==> src/rtl/exc_ctrl.sv <==
// Exception/interrupt arbiter at the commit boundary. It decides whether the committing
// instruction traps, pulses one event flag to CP0, and holds a flush/redirect until fetch
// accepts it.
module exc_ctrl #(
  parameter logic [31:0] EXC_VECTOR = 32'hBFC00380,
  parameter int          HW_INT_W   = 6
) (
  input  logic                clk,
  input  logic                rst,
  input  logic [HW_INT_W-1:0] hw_int,
  input  logic                mem_valid,
  input  logic                mem_syscall,
  input  logic                mem_break,
  input  logic                mem_eret,
  input  logic                mem_delayslot,
  input  logic [31:0]         mem_pc,
  input  logic                stall_i,
  input  logic [31:0]         status_i,
  input  logic [31:0]         cause_i,
  input  logic [31:0]         epc_i,
  input  logic                redirect_ready,
  output logic                syscall_flag,
  output logic                break_flag,
  output logic                eret_flag,
  output logic                int_flag,
  output logic                delayslot_flag,
  output logic [31:0]         current_pc_addr,
  output logic [HW_INT_W-1:0] hw_int_pending,
  output logic                flush,
  output logic                redirect_valid,
  output logic [31:0]         redirect_pc
);

  typedef enum logic [1:0] {S_IDLE, S_FLUSH, S_HOLD} state_t;

  state_t              r_state, w_next;
  logic [HW_INT_W-1:0] r_sync1, r_sync2;
  logic                r_sys, r_brk, r_eret, r_int, r_ds;
  logic [31:0]         r_pc, r_rpc;
  logic                w_int_req, w_take;
  logic                w_win_int, w_win_brk, w_win_sys, w_win_eret;
  logic                w_unused;

  // Pending lines and the two software bits share the IM mask in status[15:8].
  assign w_int_req = status_i[0] & ~status_i[1] &
                     (|({r_sync2, cause_i[9:8]} & status_i[HW_INT_W+9:8]));

  assign w_take = (r_state == S_IDLE) & mem_valid & ~stall_i &
                  (w_int_req | mem_syscall | mem_break | mem_eret);

  assign w_win_int  = w_take & w_int_req;
  assign w_win_brk  = w_take & ~w_int_req & mem_break;
  assign w_win_sys  = w_take & ~w_int_req & ~mem_break & mem_syscall;
  assign w_win_eret = w_take & ~w_int_req & ~mem_break & ~mem_syscall & mem_eret;

  always_comb begin
    w_next = r_state;
    case (r_state)
      S_IDLE:  if (w_take) w_next = S_FLUSH;
      S_FLUSH: w_next = redirect_ready ? S_IDLE : S_HOLD;
      S_HOLD:  if (redirect_ready) w_next = S_IDLE;
      default: w_next = S_IDLE;
    endcase
  end

  always_ff @(posedge clk) begin
    if (!rst) begin
      r_state <= S_IDLE;
      r_sync1 <= '0;
      r_sync2 <= '0;
      r_sys   <= 1'b0;
      r_brk   <= 1'b0;
      r_eret  <= 1'b0;
      r_int   <= 1'b0;
      r_ds    <= 1'b0;
      r_pc    <= '0;
      r_rpc   <= '0;
    end else begin
      r_state <= w_next;
      r_sync1 <= hw_int;
      r_sync2 <= r_sync1;
      // Flags are only ever set on the take edge, so they last exactly the FLUSH cycle.
      r_int   <= w_win_int;
      r_brk   <= w_win_brk;
      r_sys   <= w_win_sys;
      r_eret  <= w_win_eret;
      if (w_take) begin
        r_ds  <= mem_delayslot;
        r_pc  <= mem_pc;
        r_rpc <= w_win_eret ? epc_i : EXC_VECTOR;
      end
    end
  end

  assign syscall_flag    = r_sys;
  assign break_flag      = r_brk;
  assign eret_flag       = r_eret;
  assign int_flag        = r_int;
  assign delayslot_flag  = r_ds;
  assign current_pc_addr = r_pc;
  assign hw_int_pending  = r_sync2;
  assign flush           = (r_state != S_IDLE);
  assign redirect_valid  = (r_state != S_IDLE);
  assign redirect_pc     = r_rpc;

  assign w_unused = ^{status_i[31:HW_INT_W+10], status_i[7:2], cause_i[31:10],
                      cause_i[7:0]};

endmodule

==> config.mk <==
export PLATFORM = sky130hd
export DESIGN_NAME = exc_ctrl
export DESIGN_NICKNAME = d
export VERILOG_FILES = /design/src/rtl/exc_ctrl.sv
export SDC_FILE = /design/constraint.sdc
export NUM_CORES = 1
export LEC_CHECK = 0
export ABC_AREA = 1
export BUFFER_PORTS_ARGS = -buffer_cell sky130_fd_sc_hd__buf_4
export CAP_MARGIN = 25
export CORE_MARGIN = 2
export CORE_UTILIZATION = 30
export CTS_BUF_LIST = sky130_fd_sc_hd__clkbuf_8 sky130_fd_sc_hd__clkbuf_16
export DETAILED_ROUTE_END_ITERATION = 16
export PLACE_DENSITY_LB_ADDON = 0.25
export SETUP_SLACK_MARGIN = 0.02
export SKIP_LAST_GASP = 1
export SLEW_MARGIN = 20
export SYNTH_ARGS = -nofsm -noshare
export SYNTH_HDL_FRONTEND = slang
export SYNTH_SLANG_ARGS = --single-unit
==> constraint.sdc <==
create_clock -name clk -period 1.95 [get_ports clk]
set_input_delay 0.2925 -clock clk [delete_from_list [all_inputs] [get_ports clk]]
set_output_delay 0.2925 -clock clk [all_outputs]
set_load 0.02 [all_outputs]
Word-level counts from Yosys, hierarchy flattened
Cells that the tools add are included.
{"block": "word_totals", "ff_bits": 83, "out_inout_bits": 77, "inputBits": 143}
{"block": "op_classes", "n_bitwise": 21, "n_reduce_logical": 4, "n_mux": 5, "eq_ne": 4}
{"operator": "32-bit 2-to-1 mux", "count": 1}
{"operator": "1-bit AND", "count": 12}
{"operator": "8-bit AND", "count": 1}
{"operator": "8-bit OR reduction", "count": 1}
{"operator": "2-bit 2-to-1 mux", "count": 3}
{"operator": "2-bit case mux with 3 select lines", "count": 1}
{"operator": "1-bit NOT", "count": 5}
{"operator": "2-bit inequality test, second input constant", "count": 2}
{"operator": "1-bit bitwise OR", "count": 3}
{"operator": "2-bit by 1-bit == test with 1-bit output, second input constant", "count": 1}
{"operator": "2-bit == test, second input constant", "count": 1}
{"operator": "2-bit zero test", "count": 1}
{"operator": "2-bit AND reduction", "count": 1}
{"operator": "2-bit nonzero test", "count": 1}

Logic depth before layout (Yosys ltp)
Gate-level depths: netlist (run 1).
{"block": "logic_depth", "ltp_word": 12, "mapped_depth": 11, "ltp_nobuf": 10}

Worst setup path after synthesis (run 1)
Ideal clock, no wire load.
{"block": "synth_timing", "kind": "reg-to-reg", "from": "reg r_state[1]", "to": "reg r_rpc[22], in the netlist redirect_pc[22]", "required_ps": 1837, "setup_slack_ps": 295, "synth_period_minus_slack_ps": 1655, "stages_incl_launch_ff": 7, "t_arrival_ps": 1542, "setup_time_ps": 113, "path_cell_list": "dfxtp_1 or2_1 nor3b_4 nand4_1 clkbuf_1 nor2_1 nor2_1"}
{"block": "synth_between", "elab_chain_len": 9}
{"element": "start: declaration", "line": "36", "text": "state_t r_state, w_next;"}
{"element": "start signal: assignment", "line": "79", "text": "r_state <= w_next;"}
{"element": "2-bit zero test (*)", "line": "48", "text": "assign w_take = (r_state == S_IDLE) & mem_valid & ~stall_i &"}
{"element": "1-bit AND (*) (3 in a row)", "line": "48"}
{"element": "1-bit AND (4 in a row)", "line": "54", "text": "assign w_win_eret = w_take & ~w_int_req & ~mem_break & ~mem_syscall & mem_eret;"}
{"element": "32-bit 2-to-1 mux", "line": "90", "text": "r_rpc <= w_win_eret ? epc_i : EXC_VECTOR;"}
{"element": "end signal: assignment", "line": "90"}
{"element": "end: declaration", "line": "39", "text": "logic [31:0] r_pc, r_rpc;"}
Every way passes the cells marked *; elsewhere a longest branch is shown, timed or not.
A chain may end at the register's enable or synchronous reset.

Worst setup path in the final report (run 1)
{"block": "layout_timing", "from": "reg r_state[1]", "to": "reg r_rpc[14], in the netlist redirect_pc[14]"}
The elaborated chain is that of the path after synthesis.

==> out/qor.yml, run 1 <==
status: "complete, no violations"
crit_path_top_delay_cell: "dfxtp_1"
cts_hold_buf: 0
final.period_utilization_pct: 85.9
cp-startpoint: "r_state[1]$_SDFFE_PN0P_"
grt_pass1_vias: 2958
rrSetupSlack_ns: 0.28
drc_errors: 0
grt_pass1_wl_um: 13600
num_rows: 37
layout-drive-gt1-share_pct: 32.8
core_um2: 10300
synthTopCellsByCount: "nand2_1 (107), nor2_1 (99), dfxtp_1 (83)"
yosys_most_used_dff: "dfxtp_1"
crit_chain: "or2_1 > nor3b_4 > nand3_1 > nor2_1 > buf_4 > nand3_1 > nand2_1"
drt_pass1_iterations: 4
slew_viol_final: 0
antenna_left: 0
totalWireLength_um: 8630
cts_tree: "yes"
synthesis.area_um2: 3170
post-route-cell-area_um2: 4780
fmax_mhz: 597
die_h_um: 107
irDropWorstVdd_mv: 0.399
p_leak_nw: 2.51
placed_area_um2: 4570
nFillCells: 1036
slew-limit-headroom_pct: 74.8
gp_congestion: 0.751
hold_viol: 0
io_pins: 220
p_per_area_nw_per_um2: 781
cp.required_ns: 2.23
ctsResizeCount: 0
start_kind: "flip-flop"
worst_hold_slack_ns: 0.137
synthCells: 428
hold_class: "primary input to flip-flop"
ys_types: 17
worst_pin_slew_ns: 0.377
max_stage_delay_ns: 0.32
ctsRootBufferMaster: "clkbuf_8"
synth_top_area_share_pct: 52.4
rsz0062_at_grt: "no"
dieArea_um2: 11400
cts_buffers: 9
crit_type: "flip-flop to flip-flop"
syn-num-nets: 571
maxCapViolCount: 0
endpoint_kind: "flip-flop"
drtIter0Drc: 169
crit_path_max_fanout: 20
worst_r2r_endpoint: "redirect_pc[14]$_SDFFE_PN0N_"
fin_nets: 730
synth_top_area_cell: "dfxtp_1"
r2r_start: "r_state[1]$_SDFFE_PN0P_"
vias: 3170
clkTransAtPathRegs_ns: 0.08
power_mw: 3.73
r2r_cells: 7
synth_edf_count: 0
antenna_found_initial: 0
synth.most_common_cell: "nand2_1"
crit_end: "redirect_pc[14]$_SDFFE_PN0N_"
syn2layout_area_growth_pct: 50.8
post_cts_buffers: 0
avgSynthCellArea_um2: 7.40
numPlacedInstances: 712
setup_viol: 0
cp_common_cell: "nand3_1"
place_hpwl_um: 6060
stdcell_count: 728
clock_latency_ns: 0.35
routed_via_density: 4.35
fin_setup_tns_ns: 0
track_usage_pct: 14.8
numPortBuffers: 167
clock_skew_ns: 0.0134
clockBufferDepth: 2
start_util_pct: 30.8
cts.sink_count: 83
min_period_ns: 1.67
yosysWarnings: 0
cts_max_level: 3
die-width_um: 107
ys_seq_area_share_pct: 52.4
netlist_top_cells_area: "dfxtp_1 (52%), nand2_1 (13%), nor2_1 (12%)"
n_antenna_cell: 0
synthArstFlopShare_pct: 0
grt-ovfl-total: 0
ys_ff_latch: 83
worst_ep_arrival_time_ns: 1.96
wl_per_cell_um: 11.9
grt_max_degree: 53
-- stage by stage --
stage	worst slack, ns	utilization (%)
after detailed placement	0.287	44.4
after global routing	0.0712	46.5
after CTS	0.261	46.5
after floorplan	0.295	-
after global placement	0.321	44.4
final	0.275	46.5
-- flip-flops by register name, summed over array words and instances, names as in the netlist --
| signal | flops |
|---|---|
| current_pc_addr | 32 |
| redirect_pc | 32 |
| hw_int_pending | 6 |
| r_sync1 | 6 |
| r_state | 2 |
| break_flag | 1 |
| delayslot_flag | 1 |
| eret_flag | 1 |
| int_flag | 1 |
| syscall_flag | 1 |
-- cells by family after synthesis --
group	after synthesis	share of synthesized area, %
buffers and inverters	57	7.07
DFF	83	52.4
and+or+nand+nor	287	40.3
AOI/OAI and AO/OA	1	0.158
-- cells in the final DEF (no fill, tap or decap), drive strengths merged, types with 2 or more instances in the layout --
cell,count
buf,175
nand2,108
nor2,99
dfxtp,83
nand3,42
nand3b,33
inv,30
clkbuf,11
clkinvlp,3
nor3,2
-- power by group --
group          switching [mW]  total (mW)  internal, mW
clock network           0.617        1.28         0.664
registers              0.0429        1.82          1.78
logic                   0.321       0.628         0.306
-- cell type report --
cell class                 count  area (um2)  share of cell area [%]
inverter                      30         113                    2.36
timing repair buffer         175        1340                    28.0
sequential                    83        1660                    34.8
clock buffer                  11         151                    3.17
tap                          136         170                    3.56
clock inverter                 5        61.3                    1.28
multi-input combinational    288        1280                    26.9
-- worst max-delay path: cells and delay by family (launching register included) --
| family | cells | cell delay (ns) |
|---|---|---|
| buf+inv | 1 | 0.25 |
| flops | 1 | 0.32 |
| simple gates | 6 | 1.03 |
-- metal layers --
layer  vias to the layer above  global-route usage (%)  part of all wire [%]
li1                       1635                       -                     -
met1                      1427                    17.2                    43
met2                       103                    25.7                    49
met3                         5                    4.26                   7.8
met4                         0                    5.57                  0.76
met5                         -                       0                     0
-- worst min-delay path by stage --
stage / startpoint / to / slack [ns] / depth (start not counted)
global placement: r_sync1[4]$_SDFF_PN0_ / hw_int_pending[4]$_SDFF_PN0_ / 0.40 / 2
global route: hw_int[3] / r_sync1[3]$_SDFF_PN0_ / 0.12 / 3
finish: hw_int[4] / r_sync1[4]$_SDFF_PN0_ / 0.14 / 3
floorplan: hw_int[0] / r_sync1[0]$_SDFF_PN0_ / 0.39 / 2
CTS: hw_int[4] / r_sync1[4]$_SDFF_PN0_ / 0.11 / 3
detailed placement: r_sync1[1]$_SDFF_PN0_ / hw_int_pending[1]$_SDFF_PN0_ / 0.40 / 2
Note: power is estimated with default switching activity, not from simulation.
==> run 2: changes to the inputs <==
Settings changed: CORE_UTILIZATION 30 to 41.
==> run 2 against run 1 <==
Clock-buffer cell count decreased by 2. Wire length decreased by 3.4%. First-iteration DRC count decreased by 65%. Worst hold slack got worse by 0.016 ns. Sequential share of layout area increased by 0.16 points. Cell area decreased by 0.45%. Combinational power about the same. Critical path type unchanged. Critical endpoint is now redirect_pc[28]$_SDFFE_PN0N_. Highest routed layer unchanged.
==> out/qor.yml, run 2 (same netlist as run 1, synthesis figures left out) <==
status: "complete, no violations"
final.period_utilization_pct: 90.3  # +4.4 points
worst_hold_slack_ns: 0.121  # -0.0163 ns
pwr-share-clk_pct: 35.7  # +1.4 points
io_pins: 220  # unchanged
start_util_pct: 41.7  # +11 points
irDropWorstVdd_mv: 0.379  # -5.0%
fin_nets: 731  # +0.14%
grt_pass1_vias: 2971  # +0.44%
ctsRootBufferMaster: "clkbuf_8"
crit_path_max_fanout: 26  # +30%
vias: 3164  # -0.19%
post-route-cell-area_um2: 4760  # -0.45%
clock_latency_ns: 0.35  # about the same
placed_area_um2: 4530  # -0.77%
ctsResizeCount: 0  # unchanged
setup_slack_ns: 0.189  # -0.0856 ns
crit_type: "flip-flop to flip-flop"
track_usage_pct: 20.3  # +5.5 points
cts_max_level: 3  # unchanged
hold_viol: 0  # unchanged
p_leak_nw: 2.52  # +0.38%
fin_setup_tns_ns: 0  # unchanged
antenna_found_initial: 0  # unchanged
dieArea_um2: 8450  # -26%
cts_tree: "yes"
place_hpwl_um: 5990  # -1.1%
clockBufferDepth: 2  # unchanged
cts_buffers: 9  # unchanged
worst_ep_arrival_time_ns: 2.04  # +0.08 ns
gp_congestion: 0.798  # +6.2%
grt_max_degree: 49  # -7.5%
drt_pass1_iterations: 4  # unchanged
n_antenna_cell: 0  # unchanged
swShare_pct: 26.1  # -0.20 points
start_kind: "flip-flop"
nFillCells: 727  # -30%
slew-limit-headroom_pct: 77.1  # +2.2 points
wl_per_cell_um: 12.0  # +1.2%
seqPwrFrac_pct: 47.7  # -1.1 points
final_common_cell: "buf_4"
clkTransAtPathRegs_ns: 0.09  # about the same
cts.sink_count: 83  # unchanged
maxCapViolCount: 0  # unchanged
syn2layout_area_growth_pct: 50.1
rsz0062_at_grt: "yes"
post_cts_buffers: 0  # unchanged
clock_skew_ns: 0.0143  # +0.000854 ns
power.combinational.fraction_pct: 16.5  # -0.3 points
die_h_um: 91.9  # -14%
core_um2: 7610  # -26%
final_cell_mix: "buf_4 (174), nand2_1 (107), nor2_1 (99)"
drc_errors: 0  # unchanged
slew_viol_final: 0  # unchanged
numPortBuffers: 167  # unchanged
layout-drive-gt1-share_pct: 32.9  # +0.11 points
p_per_area_nw_per_um2: 801  # +2.6%
grt-ovfl-total: 0  # unchanged
die-width_um: 91.9  # -14%
endpoint_kind: "flip-flop"
place_ws_ns: 0.113  # -0.174 ns
hold_class: "primary input to flip-flop"
num_rows: 32  # -14%
min_period_ns: 1.76  # +0.0856 ns
cts_hold_buf: 0  # unchanged
internal_power_mw: 2.82  # +2.5%
totalWireLength_um: 8340  # -3.4%
antenna_left: 0  # unchanged
p_sw_uw: 995  # +1.4%
routed_via_density: 4.55  # +4.5%
drtIter0Drc: 59  # -65%
fmax_mhz: 568  # -4.9%
worst_pin_slew_ns: 0.344  # -0.0334 ns
grt_pass1_wl_um: 13900  # +2.3%
setup_viol: 0  # unchanged
cp.required_ns: 2.23  # about the same
-- run 2: worst max-delay path, stage by stage (launching register included) --
cell	delay [ns]
dfxtp_1	0.31
or2_1	0.31
nor3b_4	0.30
nand2_2	0.23
buf_4	0.29
nand2_1	0.09
nand2_1	0.05
nor2_1	0.10
-- run 2: stage by stage --
step / utilization [%] / power [mW] / cells
final: 62.5 / 3.81 / 695
after global routing: 62.5 / 4.01 / 695
after CTS: 62.5 / 3.86 / 695
after detailed placement: 59.6 / 2.49 / 679
after global placement: 59.6 / 2.48 / 679
after floorplan: - / 2.18 / 428
-- run 2: final timing paths --
check                                      end  depth (start not counted)                     from  slack (ns)
setup / recovery  redirect_pc[28]$_SDFFE_PN0N_                          7  r_state[1]$_SDFFE_PN0P_        0.19
hold / removal           r_sync1[4]$_SDFF_PN0_                          3                hw_int[4]        0.12
setup reg to reg  redirect_pc[28]$_SDFFE_PN0N_                          7  r_state[1]$_SDFFE_PN0P_        0.19
hold reg to reg        r_state[1]$_SDFFE_PN0P_                          1  r_state[1]$_SDFFE_PN0P_        0.42
-- run 2: power groups by stage --
stage	Combinational, mW	Clock [mW]	Sequential (mW)
after floorplan	0.223	0	1.95
after CTS	0.636	1.40	1.82
after global placement	0.624	0	1.86
after detailed placement	0.634	0	1.86
after global routing	0.696	1.48	1.83
final	0.630	1.36	1.82
-- run 2: final cells by class --
cell class | count | area, um2 | share of cell area (%)
inverter | 30 | 115 | 2.42
clock buffer | 9 | 124 | 2.60
timing repair buffer | 176 | 1350 | 28.3
clock inverter | 7 | 100 | 2.10
multi-input combinational | 288 | 1280 | 27.0
tap | 102 | 128 | 2.68
sequential | 83 | 1660 | 34.9
-- run 2: layer usage --
layer / GRT usage, % / wire (um) / vias to the layer above
met5: 0 / 0 / -
met4: 8.58 / 134 / 0
met3: 4.68 / 683 / 11
met2: 33.5 / 4000 / 118
met1: 25.4 / 3520 / 1398
li1: - / - / 1637
==> run 3: changes to the inputs <==
Settings changed: BUFFER_PORTS_ARGS -buffer_cell sky130_fd_sc_hd__buf_4 to default, CORE_AREA from default to 2 2 84 86, CORE_MARGIN 2 to default, CORE_UTILIZATION 41 to default, DIE_AREA from default to 0 0 86 88, DONT_BUFFER_PORTS from default to 1.
==> run 3 against run 2 <==
First-iteration DRC count up 10%. Power is 9.8% lower. Wire length down 14%. Utilization down 10 points. Non-clock buffer count fell by 162. Critical path depth did not move. Worst hold slack got worse by 0.070 ns. Sequential share of layout area up 13 points. Global-route usage decreased by 2.3 points. Clock-buffer cell count up 2. Largest power group unchanged.
==> out/qor.yml, run 3 (same netlist as run 1, synthesis figures left out) <==
setup_viol: 0  # unchanged
endpoint_kind: "flip-flop"
power.combinational.fraction_pct: 7.3  # -9.2 points
final.period_utilization_pct: 86.2  # -4.1 points
numPortBuffers: 0  # -100%
clock_skew_ns: 0.00687  # -0.00742 ns
drt_pass1_iterations: 4  # unchanged
hold_viol: 0  # unchanged
vias: 2562  # -19%
antenna_found_initial: 0  # unchanged
crit_chain: "or2_1 > nor3b_4 > nand3_1 > nor2_1 > buf_4 > nand3_1 > nand2_1"
clockBufferDepth: 2  # unchanged
cts_max_level: 3  # unchanged
slew-limit-headroom_pct: 76.8  # -0.26 points
final_common_cell: "nand2_1"
start_util_pct: 47.7  # +6.0 points
cts_buffers: 9  # unchanged
p_leak_nw: 1.71  # -32%
antenna_left: 0  # unchanged
p_sw_uw: 888  # -11%
num_rows: 30  # -6.3%
fmax_mhz: 595  # +4.7%
routed-wl-met3_um: 675  # -1.2%
io_pins: 220  # unchanged
rsz0062_at_grt: "no"
n_antenna_cell: 0  # unchanged
crit_path_max_fanout: 20  # -23%
track_usage_pct: 17.9  # -2.3 points
pwr-share-clk_pct: 36.8  # +1.1 points
layout-drive-gt1-share_pct: 7.66  # -25 points
routed_via_density: 5.01  # +10%
drtIter0Drc: 65  # +10%
post_cts_buffers: 0  # unchanged
cp.required_ns: 2.23  # about the same
drc_errors: 0  # unchanged
nFillCells: 626  # -14%
met2_length_um: 3500  # -12%
place_ws_ns: 0.290  # +0.178 ns
cts_hold_buf: 0  # unchanged
syn2layout_area_growth_pct: 10.1
clock_latency_ns: 0.33  # -0.02 ns
maxCapViolCount: 0  # unchanged
hold_class: "primary input to flip-flop"
wl_per_cell_um: 14.1  # +17%
gp_congestion: 0.735  # -7.8%
cts.sink_count: 83  # unchanged
ctsRootBufferMaster: "clkbuf_8"
irDropWorstVdd_mv: 0.429  # +13%
grt_max_degree: 100  # +100%
dieArea_um2: 7570  # -10%
cts_tree: "yes"
grt_pass1_vias: 2289  # -23%
slew_viol_final: 0  # unchanged
worst_ep_arrival_time_ns: 1.97  # -0.07 ns
die_h_um: 88  # -4.3%
internal_power_mw: 2.55  # -9.4%
crit_type: "flip-flop to flip-flop"
totalWireLength_um: 7200  # -14%
crit_path_top_delay_cell: "nor3b_4"
worst_pin_slew_ns: 0.348  # +0.00383 ns
status: "complete, no violations"
min_period_ns: 1.68  # -0.0790 ns
p_per_area_nw_per_um2: 986  # +23%
setup_slack_ns: 0.268  # +0.0790 ns
dr.max_layer_used: "met4"
grt_pass1_wl_um: 10700  # -23%
ctsResizeCount: 0  # unchanged
seqPwrFrac_pct: 55.9  # +8.2 points
fin_nets: 569  # -22%
place_hpwl_um: 4910  # -18%
start_kind: "flip-flop"
met1_length_um: 2970  # -16%
cp_common_cell: "nand3_1"
final_cell_mix: "nand2_1 (107), nor2_1 (99), dfxtp_1 (83)"
swShare_pct: 25.8  # -0.30 points
grt-ovfl-total: 0  # unchanged
fin_setup_tns_ns: 0  # unchanged
clkTransAtPathRegs_ns: 0.08  # about the same
die-width_um: 86  # -6.4%
max_stage_delay_ns: 0.34  # +0.03 ns
core_um2: 6640  # -13%
-- run 3: cell types whose count changed in the layout (fill, tap and decap cells not counted), sizes merged --
cell      delta
bufinv       -1
clkbuf       +2
inv          -2
buf        -162
clkinv       +4
clkinvlp     -3
-- run 3: worst paths after layout --
check	start	slack, ns	cells past startpoint	end
worst max-delay path	r_state[1]$_SDFFE_PN0P_	0.27	7	redirect_pc[3]$_SDFFE_PN0N_
worst min-delay path	hw_int[4]	0.05	2	r_sync1[4]$_SDFF_PN0_
worst max register to register	r_state[1]$_SDFFE_PN0P_	0.27	7	redirect_pc[3]$_SDFFE_PN0N_
worst min register to register	r_sync1[1]$_SDFF_PN0_	0.41	2	hw_int_pending[1]$_SDFF_PN0_
-- run 3: layout make-up --
cell class / instances / area (um2) / area share (%)
Clock buffer: 11 / 151 / 4.34
Clock inverter: 5 / 61.3 / 1.76
Inverter: 30 / 113 / 3.23
Multi-Input combinational cell: 288 / 1280 / 36.8
Sequential cell: 83 / 1660 / 47.6
Tap cell: 80 / 100 / 2.87
Timing Repair Buffer: 14 / 118 / 3.37
-- run 3: per-layer routing --
metal / global-route usage, % / vias up
met4: 8.08 / 0
met3: 5.47 / 8
li1: - / 1313
met5: 0 / -
met2: 30.4 / 102
met1: 20.9 / 1139
-- run 3: critical path, delay by kind of cell, from the launching register on --
| kind | cells | cell delay (ns) |
|---|---|---|
| buf+inv | 1 | 0.24 |
| flops | 1 | 0.32 |
| simple gates | 6 | 1.07 |
-- run 3: power by group through the flow --
stage / logic (mW) / clock network [mW] / registers (mW)
6_report: 0.251 / 1.27 / 1.92
5_1_grt: 0.288 / 1.39 / 1.93
4_1_cts: 0.255 / 1.32 / 1.92
3_5_place_dp: 0.254 / 0 / 1.96
3_3_place_gp: 0.246 / 0 / 1.96
2_1_floorplan: 0.223 / 0 / 1.95
-- run 3: stage by stage --
step | utilization, % | hold WS, ns | cell area, um2 | instances | power (mW)
final | 52.5 | 0.0507 | 3490 | 511 | 3.44
after global routing | 52.5 | 0.0444 | 3490 | 511 | 3.61
after CTS | 52.5 | 0.0300 | 3490 | 511 | 3.50
after detailed placement | 49.3 | 0.396 | 3280 | 495 | 2.22
after global placement | 49.3 | 0.393 | 3280 | 495 | 2.21
after floorplan | - | 0.390 | 3170 | 428 | 2.18
